--- src/rtl/softmax_pkg.sv ---
// Shared types and helpers for the Approx-Softmax datapath controllers.
package softmax_pkg;

    typedef enum logic [1:0] {
        IDLE = 2'd0,
        RUN  = 2'd1,
        DONE = 2'd2
    } hyb_sub_state_e;

    // Saturate the requested approximate-bit count at the operand width.
    function automatic int unsigned clamp_k(input int unsigned k, input int unsigned w);
        return (k > w) ? w : k;
    endfunction

endpackage

--- src/rtl/exdcr_hyb.sv ---
// Hybrid full-subtractor cell: exact borrow when flag=1, majority borrow when flag=0.
module exdcr_hyb (
    input  logic x,
    input  logic y,
    input  logic bin,
    input  logic flag,
    output logic r,
    output logic bout
);

    logic bout_exact;
    logic bout_approx;

    assign r           = x ^ y ^ bin;
    assign bout_exact  = (~(x ^ y) & bin) | (~x & y);
    assign bout_approx = (x & y) | (x & bin) | (y & bin);
    assign bout        = flag ? bout_exact : bout_approx;

endmodule

--- src/rtl/hyb_sub_serial_ctrl.sv ---
// Bit-serial subtract controller: one hybrid subtractor cell reused LSB-first over W bits.
//
// state | meaning
// IDLE  | waiting for an operand pair, in_ready high
// RUN   | one bit per cycle through the cell, busy high
// DONE  | result held, out_valid high until out_ready
module hyb_sub_serial_ctrl
    import softmax_pkg::*;
#(
    parameter int W  = 16,
    parameter int KW = $clog2(W + 1)
) (
    input  logic          clk,
    input  logic          rst_n,
    input  logic          in_valid,
    output logic          in_ready,
    input  logic [W-1:0]  a,
    input  logic [W-1:0]  b,
    input  logic [KW-1:0] approx_k,
    input  logic          flush,
    output logic          busy,
    output logic          out_valid,
    input  logic          out_ready,
    output logic [W-1:0]  diff,
    output logic          borrow_out
);

    localparam int IW = (W > 1) ? $clog2(W) : 1;

    hyb_sub_state_e state;
    logic [W-1:0]   a_sh;
    logic [W-1:0]   b_sh;
    logic [W-1:0]   res_sh;
    logic [KW-1:0]  k_q;
    logic [IW-1:0]  idx;
    logic           brw;

    logic           cell_flag;
    logic           cell_r;
    logic           cell_bout;
    logic           last_bit;

    // Operands shift right each RUN cycle, so bit i is always at position 0.
    assign cell_flag = (int'(idx) >= int'(k_q));
    assign last_bit  = (idx == IW'(W - 1));

    exdcr_hyb u_cell (
        .x    (a_sh[0]),
        .y    (b_sh[0]),
        .bin  (brw),
        .flag (cell_flag),
        .r    (cell_r),
        .bout (cell_bout)
    );

    always_ff @(posedge clk or negedge rst_n) begin
        if (!rst_n) begin
            state      <= IDLE;
            in_ready   <= 1'b0;
            busy       <= 1'b0;
            out_valid  <= 1'b0;
            diff       <= '0;
            borrow_out <= 1'b0;
            a_sh       <= '0;
            b_sh       <= '0;
            res_sh     <= '0;
            k_q        <= '0;
            idx        <= '0;
            brw        <= 1'b0;
        end else if (flush) begin
            // Partial result is dropped; diff/borrow_out keep the last completed value.
            state     <= IDLE;
            busy      <= 1'b0;
            out_valid <= 1'b0;
            in_ready  <= 1'b1;
        end else begin
            case (state)
                IDLE: begin
                    in_ready <= 1'b1;
                    if (in_valid && in_ready) begin
                        a_sh     <= a;
                        b_sh     <= b;
                        k_q      <= KW'(clamp_k(int'(approx_k), W));
                        idx      <= '0;
                        brw      <= 1'b0;
                        in_ready <= 1'b0;
                        busy     <= 1'b1;
                        state    <= RUN;
                    end
                end
                RUN: begin
                    a_sh   <= a_sh >> 1;
                    b_sh   <= b_sh >> 1;
                    res_sh <= {cell_r, res_sh[W-1:1]};
                    brw    <= cell_bout;
                    if (last_bit) begin
                        diff       <= {cell_r, res_sh[W-1:1]};
                        borrow_out <= cell_bout;
                        busy       <= 1'b0;
                        out_valid  <= 1'b1;
                        state      <= DONE;
                    end else begin
                        idx <= idx + 1'b1;
                    end
                end
                DONE: begin
                    if (out_ready) begin
                        out_valid <= 1'b0;
                        in_ready  <= 1'b1;
                        state     <= IDLE;
                    end
                end
                default: begin
                    state     <= IDLE;
                    busy      <= 1'b0;
                    out_valid <= 1'b0;
                    in_ready  <= 1'b1;
                end
            endcase
        end
    end

endmodule
--- config.mk ---
export PLATFORM = sky130hd
export DESIGN_NAME = hyb_sub_serial_ctrl
export DESIGN_NICKNAME = d
export VERILOG_FILES = /design/src/rtl/softmax_pkg.sv /design/src/rtl/exdcr_hyb.sv /design/src/rtl/hyb_sub_serial_ctrl.sv
export SDC_FILE = /design/constraint.sdc
export NUM_CORES = 1
export LEC_CHECK = 0
export ABC_AREA = 1
export CELL_PAD_IN_SITES_DETAIL_PLACEMENT = 0
export CELL_PAD_IN_SITES_GLOBAL_PLACEMENT = 1
export CORE_MARGIN = 2
export CORE_UTILIZATION = 35
export CTS_BUF_LIST = sky130_fd_sc_hd__clkbuf_8
export DETAILED_ROUTE_END_ITERATION = 16
export GPL_TIMING_DRIVEN = 0
export PLACE_DENSITY_LB_ADDON = 0.1
export SLEW_MARGIN = 20
export SYNTH_ARGS = -nofsm -noshare
export SYNTH_HDL_FRONTEND = slang
export SYNTH_SLANG_ARGS = --single-unit
--- constraint.sdc ---
create_clock -name clk -period 1.4 [get_ports clk]
set_input_delay 0.42 -clock clk [delete_from_list [all_inputs] [get_ports clk]]
set_output_delay 0.42 -clock clk [all_outputs]
set_load 0.01 [all_outputs]
==> impl_metrics.py, run 1 <==
metrics = {
    "synthesis": {
        "ys_ff_latch": 79,
        "synthTopCellsByArea": "dfrtp_1 (53%), nand2_1 (9.1%), inv_1 (5.9%)",
        "yosysTopAreaCell": "dfrtp_1",
        "synth_top_area_share_pct": 53.1,
        "synth_nets": 444,
        "synth_edf_count": 0,
        "async_flop_share_pct": 100,
        "synth.avg_cell_area_um2": 9.42,
        "synthCells": 395,
        "syn_area_mm2": 0.00372,
        "yosysSeqAreaShare_pct": 53.1,
        "yosysWarnings": 0,
        "synthTopCellsByCount": "nand2_1 (90), dfrtp_1 (79), inv_1 (59)",
        "synth_most_common_cell": "nand2_1",
        "synth_cell_types": 28,
        "ys.flop_type": "dfrtp_1",
    },
    "critical_path": {
        "slowest_delay_ns": 0.42,
        "crit_buf_inv": 2,
        "critPathRequiredTime_ns": 1.64,
        "start_kind": "flop",
        "crit_path_cell_trace": "ha_4 > nand3_4 > nor3_4 > inv_4 > buf_8 > nand2_2 > o21ai_1",
        "critPathCaptureType": "flop",
        "crit_arrival_ns": 1.62,
        "cp_max_fo": 7,
        "cpLargestDelayFamily": "flip-flops",
        "critical_path_class": "reg2reg",
        "crit_path_top_delay_cell": "dfrtp_1",
    },
    "sta": {
        "max_freq_ghz": 0.723,
        "finalHoldViolCount": 0,
        "maxSlewViolCount": 0,
        "worst_slack_ns": 0.0165,
        "worst_slew_pin_slew_ns": 0.463,
        "fin_tns_setup_ns": 0,
        "clock_skew_ns": 0.0109,
        "slew_headroom_pct": 69.1,
        "rsz0062_at_grt": "yes",
        "fin_crit_ns": 1.38,
        "setup_viol": 0,
        "fin_crit_sh_pct": 98.8,
    },
    "grt": {
        "grt_usage_pct": 15.7,
        "grt_pass1_vias": 2876,
        "grt_pass1_wl_mm": 14.1,
        "antenna_found_initial": 0,
        "grt_max_degree": 49,
        "grt_overflow": 0,
    },
    "clock_network": {
        "path_clk_slew_ns": 0.10,
        "cts_hold_buf": 0,
        "cts_htree_levels": 3,
        "clock_path_buffers": 2,
        "cts-root-buf": "clkbuf_8",
        "cts.sinks": 79,
        "clk_latency_ns": 0.35,
        "cts_buffers": 9,
        "cts_tree": "built",
    },
    "die": {
        "die-area_mm2": 0.0115,
        "core.rowCount": 37,
        "boundaryPins": 62,
        "fp.dieH_um": 107,
        "die_x_um": 107,
        "core_area_mm2": 0.0103,
        "start_util_pct": 36.1,
    },
    "cells_and_area": {
        "n_fill_cell": 1043,
        "antenna-diode-count": 0,
        "multi_input_area_mm2": 0.00152,
        "drive_gt1_share_pct": 31.8,
        "fin_util_pct": 48.7,
        "nets": 541,
        "final_area_mm2": 0.00502,
        "seq_area_mm2": 0.00198,
        "area_growth_pct": 35.0,
        "instances_no_fill": 633,
    },
    "power": {
        "p_per_area_mw_per_mm2": 1370,
        "p_seq_share_pct": 45.4,
        "combinationalPowerShare_pct": 28.8,
        "p_clk_share_pct": 25.8,
        "p_switching_mw": 2.32,
        "irDropWorstVdd_v": 0.000573,
        "leakagePower_nw": 2.35,
        "p_int_mw": 4.55,
        "p_sw_share_pct": 33.8,
    },
    "placed_design": {
        "place_ws_ns": -0.519,
        "placed_cells": 593,
        "portBuffers": 61,
        "place_congestion": 0.696,
        "dp_hpwl_mm": 5.68,
        "place_area_mm2": 0.00453,
    },
    "routing": {
        "drt_pass1_iterations": 5,
        "vias": 2945,
        "via_per_inst": 4.65,
        "antenna_violating_nets_post_route": 0,
        "post_drt_wl_per_cell_um": 13.5,
        "drt-initial-drc-count": 83,
        "route.detailed.drc": 0,
        "drt-total-wl_mm": 8.51,
    },
    "hold_path": {
        "hold_path.class": "in2async",
    },
    "outcome": {
        "status": "finished clean",
    },
    "job": {
        "maxCapViolCount": 0,
    },
}
[cells by family (layout without fill, tap and decap cells)]
| logic type | Yosys count | after routing | synth area share (%) |
|---|---|---|---|
| and+or+nand+nor | 120 | 120 | 14.0 |
| AOI/OAI and AO/OA | 105 | 105 | 19.6 |
| buffers and inverters | 84 | 186 | 10.5 |
| DFF | 79 | 79 | 53.1 |
| adders and majority gates | 7 | 7 | 2.76 |
[through the flow]
stage	total power, mW	hold WS, ns
final	6.87	0.0166
after global routing	7.40	0.0270
after CTS	6.78	0.0165
after detailed placement	4.85	0.410
after global placement	4.81	0.463
after floorplan	4.28	0.124
[worst reg2reg max path: cells and delay by family (launching register included)]
kind | cells | cell delay, ns
fa+ha+maj | 1 | 0.17
buf+inv | 2 | 0.27
flops | 1 | 0.42
simple gates | 3 | 0.35
compound gates | 1 | 0.05
[cell usage in the layout (no fill, tap or decap), drive strengths merged, types with 2 or more instances in the layout]
cell type and instances:
nand2 93, dfrtp 79, inv 69, o21ai 68
buf 62, clkdlybuf4s50 38, o211ai 30, nand3 12
clkbuf 11, nor2 10, a21oi 5, ha 5
fa 2, dlygate4sd2 2, nand4 2, nor3 2
clkinv 2
[flip-flops by register name (all words and copies together) (netlist names), 2 cells and up]
name    count
idx         4
a_sh       16
k_q         5
state       2
diff       16
res_sh     15
b_sh       16
[layer usage]
metal / global-route usage (%) / vias to the layer above / part of all wire, %
li1: - / 1474 / -
met1: 21.9 / 1418 / 48
met2: 24.5 / 49 / 48
met3: 3.53 / 4 / 3.4
met4: 4.45 / 0 / 0.66
met5: 0 / - / 0
[power by group through the flow]
stage | Combinational, mW | Sequential [mW] | Clock [mW]
finish | 1.98 | 3.12 | 1.77
CTS | 1.82 | 3.12 | 1.85
global placement | 1.67 | 3.14 | 0
floorplan | 1.17 | 3.11 | 0
detailed placement | 1.70 | 3.15 | 0
global route | 2.26 | 3.19 | 1.95
[repair_timing]
action	CTS	global route
setup buffers	16	6
setup endpoints to repair	81	56
endpoints found under the hold margin	0	0
pin swaps	5	13
gates resized for setup	93	54
cloned	2	0
[layout make-up]
| class | instances | area share, % |
|---|---|---|
| clock buffer | 9 | 2.47 |
| multi-input combinational | 232 | 30.2 |
| tap | 136 | 3.39 |
| clock inverter | 7 | 1.59 |
| sequential | 79 | 39.4 |
| timing repair buffer | 86 | 14.5 |
| inverter | 66 | 5.08 |
| buffer | 18 | 3.39 |
[final timing paths]
check / start / end / slack (ns) / depth (start not counted)
max in group asynchronous: rst_n / idx[0] / 0.77 / 2
min in group clk: res_sh[1] / diff[0] / 0.48 / 2
min: rst_n / diff[5] / 0.02 / 1
max reg2reg: idx[1] / diff[13] / 0.02 / 7
min reg2reg: res_sh[1] / diff[0] / 0.48 / 2
max: idx[1] / diff[13] / 0.02 / 7
Power figures use the tool's default switching activity.
==> run 2, diff against run 1 <==
--- a/config.mk
+++ b/config.mk
@@ -6,14 +6,11 @@
 export NUM_CORES = 1
 export LEC_CHECK = 0
 export ABC_AREA = 1
-export CELL_PAD_IN_SITES_DETAIL_PLACEMENT = 0
-export CELL_PAD_IN_SITES_GLOBAL_PLACEMENT = 1
 export CORE_MARGIN = 2
 export CORE_UTILIZATION = 35
 export CTS_BUF_LIST = sky130_fd_sc_hd__clkbuf_8
 export DETAILED_ROUTE_END_ITERATION = 16
 export GPL_TIMING_DRIVEN = 0
-export PLACE_DENSITY_LB_ADDON = 0.1
 export SLEW_MARGIN = 20
 export SYNTH_ARGS = -nofsm -noshare
 export SYNTH_HDL_FRONTEND = slang
==> constraint.sdc (replaced) <==
create_clock -name clk -period 1.4 [get_ports clk]
set_input_delay 0.42 -clock clk [delete_from_list [all_inputs] [get_ports clk]]
set_output_delay 0.42 -clock clk [all_outputs]
set_load 0.1 [all_outputs]
==> impl_metrics.py, run 2 (same netlist as run 1, synthesis figures left out) <==
metrics = {
    "outcome": {
        "status": "complete, but fails checks",
        "violations": "negative setup slack",
    },
    "critical_path": {
        "critical_path_class": "reg2out",
        "slowest_delay_ns": 0.50,
        "timing.rr.start": "idx[0]",
        "cp-startpoint": "in_ready",
        "cp_max_fo": 2,
        "crit_arrival_ns": 1.03,
        "r2r_slack_ns": -0.01,
        "cpLargestDelayFamily": "flip-flops",
        "cp-endpoint": "in_ready",
        "crit_cells": 1,
        "r2r_cells": 6,
        "crit_path_top_delay_cell": "dfrtp_4",
        "crit_buf_inv": 1,
        "critPathCaptureType": "output port",
        "regToRegEndpoint": "diff[8]",
        "crit_path_cell_trace": "buf_12",
        "critPathRequiredTime_ns": 0.98,
        "start_kind": "flop",
    },
    "sta": {
        "rsz0062_at_grt": "yes",
        "max_freq_ghz": 0.689,
        "worst_slew_pin_slew_ns": 0.481,
        "setup_viol": 4,
        "fin_crit_ns": 1.45,
        "worst_slack_ns": -0.0507,
        "maxSlewViolCount": 0,
        "fin_tns_setup_ns": -0.0654,
        "slew_headroom_pct": 67.9,
        "clock_skew_ns": 0.0103,
        "fin_crit_sh_pct": 104,
        "finalHoldViolCount": 0,
    },
    "die": {
        "fp.dieH_um": 107,
        "core_area_mm2": 0.0103,
        "die-area_mm2": 0.0115,
        "core.rowCount": 37,
        "boundaryPins": 62,
        "die_x_um": 107,
        "start_util_pct": 36.1,
    },
    "routing": {
        "vias": 2993,
        "post_drt_wl_per_cell_um": 13.7,
        "drt-initial-drc-count": 69,
        "via_per_inst": 4.68,
        "drt_pass1_iterations": 4,
        "antenna_violating_nets_post_route": 0,
        "drt-total-wl_mm": 8.75,
        "route.detailed.drc": 0,
    },
    "placed_design": {
        "place_congestion": 0.764,
        "portBuffers": 61,
        "dp_hpwl_mm": 5.62,
        "placed_cells": 593,
    },
    "power": {
        "total_power_mw": 7.32,
        "combinationalPowerShare_pct": 31.3,
        "p_switching_mw": 2.52,
        "p_seq_share_pct": 42.9,
        "p_sw_share_pct": 34.4,
        "leakagePower_nw": 2.51,
        "p_int_mw": 4.81,
        "p_clk_share_pct": 25.8,
        "irDropWorstVdd_v": 0.000502,
        "p_per_area_mw_per_mm2": 1340,
    },
    "grt": {
        "grt_max_degree": 45,
        "grt_pass1_wl_mm": 14.0,
        "antenna_found_initial": 0,
        "grt_usage_pct": 15.6,
        "grt_pass1_vias": 2977,
        "grt_overflow": 0,
    },
    "cells_and_area": {
        "final_cell_mix": "dfrtp_1 (75), nand2_1 (69), inv_1 (59)",
        "antenna-diode-count": 0,
        "area_growth_pct": 46.4,
        "instances_no_fill": 639,
        "reg_top3": "a_sh x16, b_sh x16, diff x16",
        "drive_gt1_share_pct": 33.4,
        "n_fill_cell": 932,
        "final_common_cell": "dfrtp_1",
        "nets": 547,
    },
    "clock_network": {
        "clock_path_buffers": 2,
        "path_clk_slew_ns": 0.08,
        "cts_tree": "built",
        "clk_latency_ns": 0.36,
        "cts.sinks": 79,
        "cts-root-buf": "clkbuf_8",
        "cts_buffers": 9,
        "cts_htree_levels": 3,
    },
    "hold_path": {
        "hold_path.class": "in2async",
    },
    "job": {
        "maxCapViolCount": 0,
    },
}
[run 2: cell count changes in the layout (fill, tap and decap cells not counted), moves of 3 or more]
cell / delta
o21ai_1: -3
o21ai_2: +3
buf_4: +3
buf_2: -19
nand2_1: -4
nand2_4: -3
nand2_2: +7
buf_6: -3
buf_12: +22
[run 2: area by class of cell]
class,count,area (um2),area share (%)
Multi-Input combinational cell,232,1520,27.8
Inverter,66,260,4.78
Clock buffer,9,124,2.27
Buffer,18,184,3.38
Tap cell,136,170,3.12
Timing Repair Buffer,92,1110,20.4
Sequential cell,79,1980,36.4
Clock inverter,7,96.3,1.77
[run 2: worst min path at each step]
| stage | start | endpoint | slack [ns] | depth (start not counted) |
|---|---|---|---|---|
| finish | rst_n | diff[11] | 0.01 | 1 |
| global route | rst_n | diff[11] | 0.04 | 1 |
| CTS | rst_n | diff[11] | 0.02 | 1 |
| detailed placement | rst_n | diff[11] | 0.41 | 1 |
| global placement | res_sh[12] | res_sh[11] | 0.46 | 2 |
| floorplan | rst_n | a_sh[0] | 0.12 | 0 |
[run 2: metal layers]
metal | wire (um) | up-vias | global-route usage (%)
met5 | 0 | - | 0
met4 | 211 | 0 | 5.38
met3 | 280 | 16 | 3.71
met2 | 4290 | 52 | 24.1
met1 | 3970 | 1437 | 21.4
li1 | - | 1488 | -
[run 2: power by group through the flow]
stage	logic [mW]	clock network [mW]	registers, mW
after CTS	2.03	1.93	3.13
after floorplan	1.17	0	3.30
after global routing	2.56	2.04	3.21
final	2.29	1.89	3.14
after global placement	1.84	0	3.15
after detailed placement	1.90	0	3.16
[run 2: per-stage QoR]
step | setup WS [ns] | util (%) | hold slack [ns] | area (um2)
2_1_floorplan | 0.0624 | - | 0.124 | 3730
3_3_place_gp | -3.51 | 43.7 | 0.463 | 4510
3_5_place_dp | -0.582 | 43.9 | 0.414 | 4530
4_1_cts | -0.0663 | 48.2 | 0.0161 | 4970
5_1_grt | -0.0863 | 52.8 | 0.0428 | 5450
6_report | -0.0507 | 52.8 | 0.0132 | 5450
[run 2: what timing repair did]
action / CTS / global route
hold buffers: 0 / 0
pin swaps: 4 / 8
gates resized for setup: 172 / 81
buffers inserted: 8 / 18
cloned: 1 / 3
setup endpoints to repair: 73 / 75
